**config.mk**
```make
export PLATFORM = sky130hd
export DESIGN_NAME = bin_to_bcd_seq
export DESIGN_NICKNAME = d
export VERILOG_FILES = /design/src/rtl/bin_to_bcd_seq_pkg.sv /design/src/rtl/bin_to_bcd_seq_adjust.sv /design/src/rtl/bin_to_bcd_seq.sv
export SDC_FILE = /design/constraint.sdc
export NUM_CORES = 1
export LEC_CHECK = 0
export CAP_MARGIN = 15
export CELL_PAD_IN_SITES_DETAIL_PLACEMENT = 0
export CELL_PAD_IN_SITES_GLOBAL_PLACEMENT = 1
export CORE_MARGIN = 4
export CORE_UTILIZATION = 45
export CTS_CLUSTER_DIAMETER = 100
export CTS_CLUSTER_SIZE = 16
export DETAILED_ROUTE_END_ITERATION = 8
export PLACE_DENSITY_LB_ADDON = 0.1
export SYNTH_ARGS = -nofsm -noshare
export SYNTH_HDL_FRONTEND = slang
export SYNTH_SLANG_ARGS = --single-unit
```
**constraint.sdc**
```tcl
create_clock -name clk -period 4.9 [get_ports clk]
set_clock_uncertainty 0.15 [all_clocks]
set_input_delay 0.49 -clock clk [delete_from_list [all_inputs] [get_ports clk]]
set_output_delay 0.49 -clock clk [all_outputs]
set_load 0.05 [all_outputs]
```
**src/rtl/bin_to_bcd_seq_pkg.sv**
```systemverilog
// Shared types and constants for the sequential double-dabble binary-to-BCD converter.
package bin_to_bcd_seq_pkg;

    localparam int BCD_DIGIT_W = 4;

    localparam logic [BCD_DIGIT_W-1:0] ADJUST_THRESHOLD = 4'd5;
    localparam logic [BCD_DIGIT_W-1:0] ADJUST_ADD       = 4'd3;

    typedef enum logic [1:0] {
        ST_IDLE    = 2'd0,
        ST_CONVERT = 2'd1,
        ST_FINISH  = 2'd2
    } state_e;

endpackage

```
**src/rtl/bin_to_bcd_seq_adjust.sv**
```systemverilog
// Combinational double-dabble digit cell: a digit of 5 or more gets 3 added before the shift.
module bcd_digit_adjust
    import bin_to_bcd_seq_pkg::*;
(
    input  logic [BCD_DIGIT_W-1:0] digit_i,
    output logic [BCD_DIGIT_W-1:0] digit_o
);

    // A digit of at most 9 plus 3 stays below 16, so no carry leaves the digit.
    assign digit_o = (digit_i >= ADJUST_THRESHOLD) ? digit_i + ADJUST_ADD : digit_i;

endmodule

```
**src/rtl/bin_to_bcd_seq.sv**
```systemverilog
// Sequential shift-add-3 converter: one shift per cycle, WIDTH+1 cycles per conversion,
// with registered digits and a display-overflow flag that only update on completion.
module bin_to_bcd_seq
    import bin_to_bcd_seq_pkg::*;
#(
    parameter int WIDTH       = 16,
    parameter int DIGITS      = 5,
    parameter int DISP_DIGITS = 4
) (
    input  logic                          clk,
    input  logic                          reset,
    input  logic                          start,
    input  logic [WIDTH-1:0]              bin_in,
    output logic                          busy,
    output logic                          done,
    output logic [BCD_DIGIT_W*DIGITS-1:0] bcd_out,
    output logic                          overflow
);

    localparam int BCD_W = BCD_DIGIT_W * DIGITS;
    localparam int SR_W  = BCD_W + WIDTH;
    localparam int CNT_W = $clog2(WIDTH + 1);
    localparam logic [CNT_W-1:0] LAST_CNT = CNT_W'(WIDTH - 1);

    state_e            state_q;
    logic [SR_W-1:0]   sr_q;
    logic [CNT_W-1:0]  cnt_q;
    logic              done_q;
    logic [BCD_W-1:0]  bcd_q;
    logic              ovf_q;

    logic [BCD_W-1:0]  bcd_adj;
    logic [SR_W-1:0]   sr_d;
    logic              ovf_d;

    // Upper field of the shift register holds the BCD digits, lower field the binary bits.
    for (genvar g = 0; g < DIGITS; g++) begin : g_adj
        bcd_digit_adjust u_adj (
            .digit_i (sr_q[WIDTH + BCD_DIGIT_W*g +: BCD_DIGIT_W]),
            .digit_o (bcd_adj[BCD_DIGIT_W*g +: BCD_DIGIT_W])
        );
    end

    // The bit shifted out of the top digit is always zero when DIGITS is large enough.
    assign sr_d = SR_W'({bcd_adj, sr_q[WIDTH-1:0], 1'b0});

    if (DIGITS > DISP_DIGITS) begin : g_ovf
        assign ovf_d = |sr_q[SR_W-1 : WIDTH + BCD_DIGIT_W*DISP_DIGITS];
    end else begin : g_no_ovf
        assign ovf_d = 1'b0;
    end

    always_ff @(posedge clk) begin
        if (reset) begin
            state_q <= ST_IDLE;
            sr_q    <= '0;
            cnt_q   <= '0;
            done_q  <= 1'b0;
            bcd_q   <= '0;
            ovf_q   <= 1'b0;
        end else begin
            done_q <= 1'b0;
            case (state_q)
                ST_IDLE: begin
                    if (start) begin
                        sr_q    <= {{BCD_W{1'b0}}, bin_in};
                        cnt_q   <= '0;
                        state_q <= ST_CONVERT;
                    end
                end
                ST_CONVERT: begin
                    sr_q  <= sr_d;
                    cnt_q <= cnt_q + CNT_W'(1);
                    if (cnt_q == LAST_CNT) begin
                        state_q <= ST_FINISH;
                    end
                end
                ST_FINISH: begin
                    bcd_q  <= sr_q[SR_W-1:WIDTH];
                    ovf_q  <= ovf_d;
                    done_q <= 1'b1;
                    // A start here is accepted immediately so back-to-back requests lose no cycle.
                    if (start) begin
                        sr_q    <= {{BCD_W{1'b0}}, bin_in};
                        cnt_q   <= '0;
                        state_q <= ST_CONVERT;
                    end else begin
                        state_q <= ST_IDLE;
                    end
                end
                default: state_q <= ST_IDLE;
            endcase
        end
    end

    assign busy     = (state_q == ST_CONVERT) || (state_q == ST_FINISH);
    assign done     = done_q;
    assign bcd_out  = bcd_q;
    assign overflow = ovf_q;

endmodule

```
# Word level (Yosys, flattened, before mapping)
# Index checks and enable logic that the tools add are counted.
# classes
eq_ne,6
add_sub_neg,6
muxes,14
order_cmp,5
reduce_logical,7
# op_table
op,count
one-hot mux 36 bit (2 select lines),1
2-to-1 mux 36 bit,1
>= comparator 4 x 3 -> 1 bit (second input constant),5
adder 4 x 2 -> 4 bit (second input constant),4
2-to-1 mux 4 bit,4
one-hot mux 5 bit (2 select lines),1
one-hot mux 2 bit (3 select lines),1
adder 5 x 1 -> 5 bit (second input constant),1
== test 5 x 4 -> 1 bit (second input constant),1
2-to-1 mux 5 bit,1
2-to-1 mux 2 bit,2
!= test 2 bit (second input constant),2
AND reduction 2 bit,2
OR reduction 4 bit,1
adder 3 x 2 -> 3 bit (second input constant),1
2-to-1 mux 3 bit,1
== test 2 x 1 -> 1 bit (second input constant),1
== test 2 bit (second input constant),1
logical NOT 2 bit,1
2-to-1 mux 1 bit,2
!= test 2 x 1 -> 1 bit (second input constant),1
nonzero test 2 bit,1
OR reduction 2 bit,1
logical OR 1 bit,1
# totals
register_bits,65
wordCells,44
input_bits,19

# Depth between registers and ports, before layout
# logic_depth
ltp_word,4
mapped_depth,10
ltp_nobuf,7

# By module
# A second synthesis with hierarchy kept.
# hier_totals
hier_cells,368
hier_area_um2,3233.1
# modules_own_cells
module,area_each_um2,cells_each,instances
bin_to_bcd_seq,2726.4,288,1
bcd_digit_adjust,101.3,16,5

# Worst setup path after synthesis
# Ideal clock, no wire load.
# synth_path
kind,reg2reg
from,reg state_q[0]
to,reg cnt_q[4]
path_stages_with_launch,10
arrival_ns,2.059
path_buffers,4
period_less_slack_ns,2.280
path_slack_ns,2.620
path_cell_list,dfxtp_1 > buf_4 > buf_2 > inv_1 > ha_1 > buf_2 > or2_1 > buf_2 > or3_1 > a21oi_1
# synth_between
elab_chain_cells,4
word_cells_on_any_way,8
classes_between,3 x eq/ne; 1 x mux; 4 x reduce/logical
# synth_rtl
element,line_no,text
start: declaration,bin_to_bcd_seq.sv:25,state_e state_q;
start signal: assignment,bin_to_bcd_seq.sv:55,state_q <= ST_IDLE;
start signal: assignment,bin_to_bcd_seq.sv:68,state_q <= ST_CONVERT;
start signal: assignment,bin_to_bcd_seq.sv:75,state_q <= ST_FINISH;
== test 2 bit or logical NOT 2 bit (tied branches),bin_to_bcd_seq.sv:63,case (state_q)
OR reduction 2 bit (no source line),n/a,
!= test 2 x 1 -> 1 bit (no source line) or nonzero test 2 bit (tied branches),n/a,
AND reduction 2 bit (no source line),n/a,
end signal: assignment,bin_to_bcd_seq.sv:73,cnt_q <= cnt_q + CNT_W'(1);
end: declaration,bin_to_bcd_seq.sv:27,logic [CNT_W-1:0] cnt_q;
# Several ways; a longest one is shown, not always the timed one.
# A chain may end at the register's enable or synchronous reset.

# Worst setup path in the final report
# layout_path
from,reg state_q[0]
to,out busy
# layout_between
elab_chain_cells,2
word_cells_on_any_way,3
classes_between,2 x eq/ne; 1 x reduce/logical
# layout_rtl
element,line_no,text
== test 2 x 1 -> 1 bit or == test 2 bit (tied branches),bin_to_bcd_seq.sv:96,assign busy = (state_q == ST_CONVERT) || (state_q == ST_FINISH);
logical OR 1 bit (*),bin_to_bcd_seq.sv:96,
end: declaration,bin_to_bcd_seq.sv:14,"output logic busy,"
# Mark *: on every way between the ends. The rest lies on a longest branch, timed or not.

==> results_dict.tcl <==
set metrics [dict create \
    final_cells 430 \
    ant_nets 0 \
    ys_async_sr_fraction_pct 0 \
    routedWlPerCell_um 14.1 \
    drt_pass1_iterations 4 \
    cp-endpoint "busy" \
    rows 29 \
    setup_tns_ns 0 \
    synth_top_area_share_pct 42.3 \
    critPathTopFamily "buffers and inverters" \
    p_per_area_nw_per_um2 323 \
    htreeDepth 3 \
    layout-drive-gt1-share_pct 11.9 \
    min_path_type "reg2reg" \
    cts_resized 0 \
    setup_viol_count_final 0 \
    dieArea_sq_um 8230 \
    relSlewSlack_pct 47.8 \
    vias 2266 \
    post-route-min-period_ns 2.80 \
    syn2layout_area_growth_pct 19.9 \
    min_path_cells 2 \
    grt_max_degree 55 \
    cts_made_buffers 9 \
    cp_slowest_cell "clkdlybuf4s50_1" \
    cp_num_buf_inv 3 \
    cts_tree "done" \
    cp-start-kind "flip-flop" \
    synthTopCellsByCount "dfxtp_1 (65), nor2_1 (43), mux2i_1 (42), a21oi_1 (18), ha_1 (18)" \
    start_util_pct 47.4 \
    gr-total-overflow 0 \
    drc_errors 0 \
    worst_slack_ns 2.10 \
    die_w_um 90.7 \
    multi_input_area_sq_um 1620 \
    cp_num_cells 4 \
    slowest_delay_ns 0.79 \
    outcome "completed" \
    r2r-start "state_q[0]" \
    worstSetupEndpointType "output pin" \
    ff_latch_area_sq_um 1300 \
    cp-startpoint "state_q[0]" \
    peakVddDrop_v 0.000178 \
    core-area_sq_um 6490 \
    diodes 0 \
    path_class "reg2out" \
    syn_inst 311 \
    period_share_pct 57.2 \
    ctsHoldBuffers 0 \
    hold_violations 0 \
    ys_top_cells_by_area "dfxtp_1 (42%), mux2i_1 (14%), ha_1 (7.3%)" \
    grt.total_usage_pct 15.4 \
    ios 42 \
    chipHeight_um 90.7 \
    critPathArrivalTime_ns 2.16 \
    yosys_register_bits 65 \
    syn-cell-area_sq_um 3080 \
    dpl.cell_count 414 \
    grt_first_pass_wirelength_um 10200 \
    hpwlAfterDp_um 3880 \
    clk_path_buf_depth 2 \
    drv_cap 0 \
    postCtsSetupRepairBufs 0 \
    grt_setup_unrepaired "false" \
    cp_cell_sequence "buf_4 -> inv_1 -> ha_1 -> clkdlybuf4s50_1" \
    yosysMostFrequentCell "dfxtp_1" \
    yosys_warnings 0 \
    total_power_uw 1190 \
    yosysSeqAreaShare_pct 42.3 \
    final_cell_area_sq_um 3690 \
    clock-sinks 65 \
    clock_latency_ns 0.33 \
    path_max_fanout 24 \
    syn-mean-instance-area_sq_um 9.90 \
    clockRootBuffer "clkbuf_8" \
    dominantRegCellSynth "dfxtp_1" \
    placed_area_sq_um 3500 \
    place_congestion 0.701 \
    timing.rr.end "sr_q[33]" \
    drv_slew 0 \
    dp_slack_ns 2.32 \
    grt_pass1_vias 2109 \
    fmax_ghz 0.357 \
    drt_iter0_drc 113 \
    syn_nets 348 \
    min-delay-start "cnt_q[4]" \
    synthDistinctLibCells 38 \
    clkTransAtPathRegs_ns 0.07 \
    antenna_found_initial 0 \
    ff2ff_path_depth 8 \
    io_buffers 41 \
    r2r_slack_ns 2.49 \
    fillers 605 \
    yosys.area.top_type "dfxtp_1" \
    routed_wl_um 6080 \
    via_per_inst 5.27 \
    worst_pin_slew_ns 0.780 \
    cp.required_ns 4.26 \
    final_nets 385 \
    p_leak_uw 0.00135 \
    synth_edf_count 0 \
]
registers in the layout, summed over array words and instances, names as in the netlist:
name,cells
bcd_out,20
cnt_q,5
state_q,2
overflow,1
sr_q,36
done,1
logic make-up (layout without fill, tap and decap cells):
group	count (synthesis)	count (layout)	share of synthesized area [%]
adders and majority gates	18	18	7.31
and+or+nand+nor	86	86	14.1
muxes	43	43	14.0
DFF	65	65	42.3
buffers and inverters	32	74	5.12
AOI/OAI and AO/OA	62	62	15.7
xor gates and xnor gates	5	5	1.42
worst min path at each step:
stage	to	slack (ns)
3_5_place_dp	cnt_q[4]	0.30
4_1_cts	cnt_q[4]	0.31
2_1_floorplan	cnt_q[4]	0.28
6_report	cnt_q[4]	0.30
5_1_grt	cnt_q[4]	0.34
3_3_place_gp	cnt_q[4]	0.29
worst reg2reg max path: stages (launching register included):
cell	delay [ns]
dfxtp_1	0.31
buf_4	0.33
inv_1	0.11
ha_1	0.21
buf_4	0.26
nor2_4	0.31
o21ai_2	0.14
nor2_2	0.35
a22o_1	0.20
final cells by class:
| cell class | instances | share of cell area (%) |
|---|---|---|
| Tap cell | 77 | 2.61 |
| Multi-Input combinational cell | 214 | 43.9 |
| Inverter | 14 | 1.42 |
| Clock buffer | 14 | 4.95 |
| Clock inverter | 2 | 0.271 |
| Sequential cell | 65 | 35.3 |
| Timing Repair Buffer | 44 | 11.6 |
power breakdown:
group / leakage [uW] / switching, uW / internal, uW
clock: 0.000102 / 196 / 238
sequential: 0.000528 / 13.2 / 552
combinational: 0.000722 / 119 / 74.7
total: 0.00135 / 329 / 865
layer usage:
layer,global-route usage [%],routed length [um],vias to the layer above
li1,-,-,1172
met2,22.1,2580,40
met3,3.17,210,9
met4,7.65,126,0
met5,0,0,-
met1,21.8,3160,1045
placed cells by master, fill, tap and decap left out, types with 2 or more instances in the layout:
cell and count:
a211oi_2 15, a21oi_1 18, a22o_1 10, a31oi_1 2, buf_4 3, clkbuf_8 13, clkdlybuf4s50_1 40, clkinv_2 2
dfxtp_1 65, ha_1 18, inv_1 14, mux2i_1 42, nand2_1 4, nand2b_1 6, nand3_1 3, nand4_1 5
nor2_1 43, nor2_2 2, nor2b_2 2, nor3_1 6, nor3b_1 4, o21ai_0 9, o21ai_1 2, o2bb2ai_1 4
or2_1 2, or3_1 2, xnor2_1 5
through the flow:
| step | hold WS, ns | utilization (%) |
|---|---|---|
| floorplan | 0.282 | - |
| global placement | 0.288 | 53.9 |
| detailed placement | 0.301 | 53.9 |
| CTS | 0.310 | 56.8 |
| global route | 0.339 | 56.8 |
| finish | 0.305 | 56.8 |
Power figures use the tool's default switching activity.
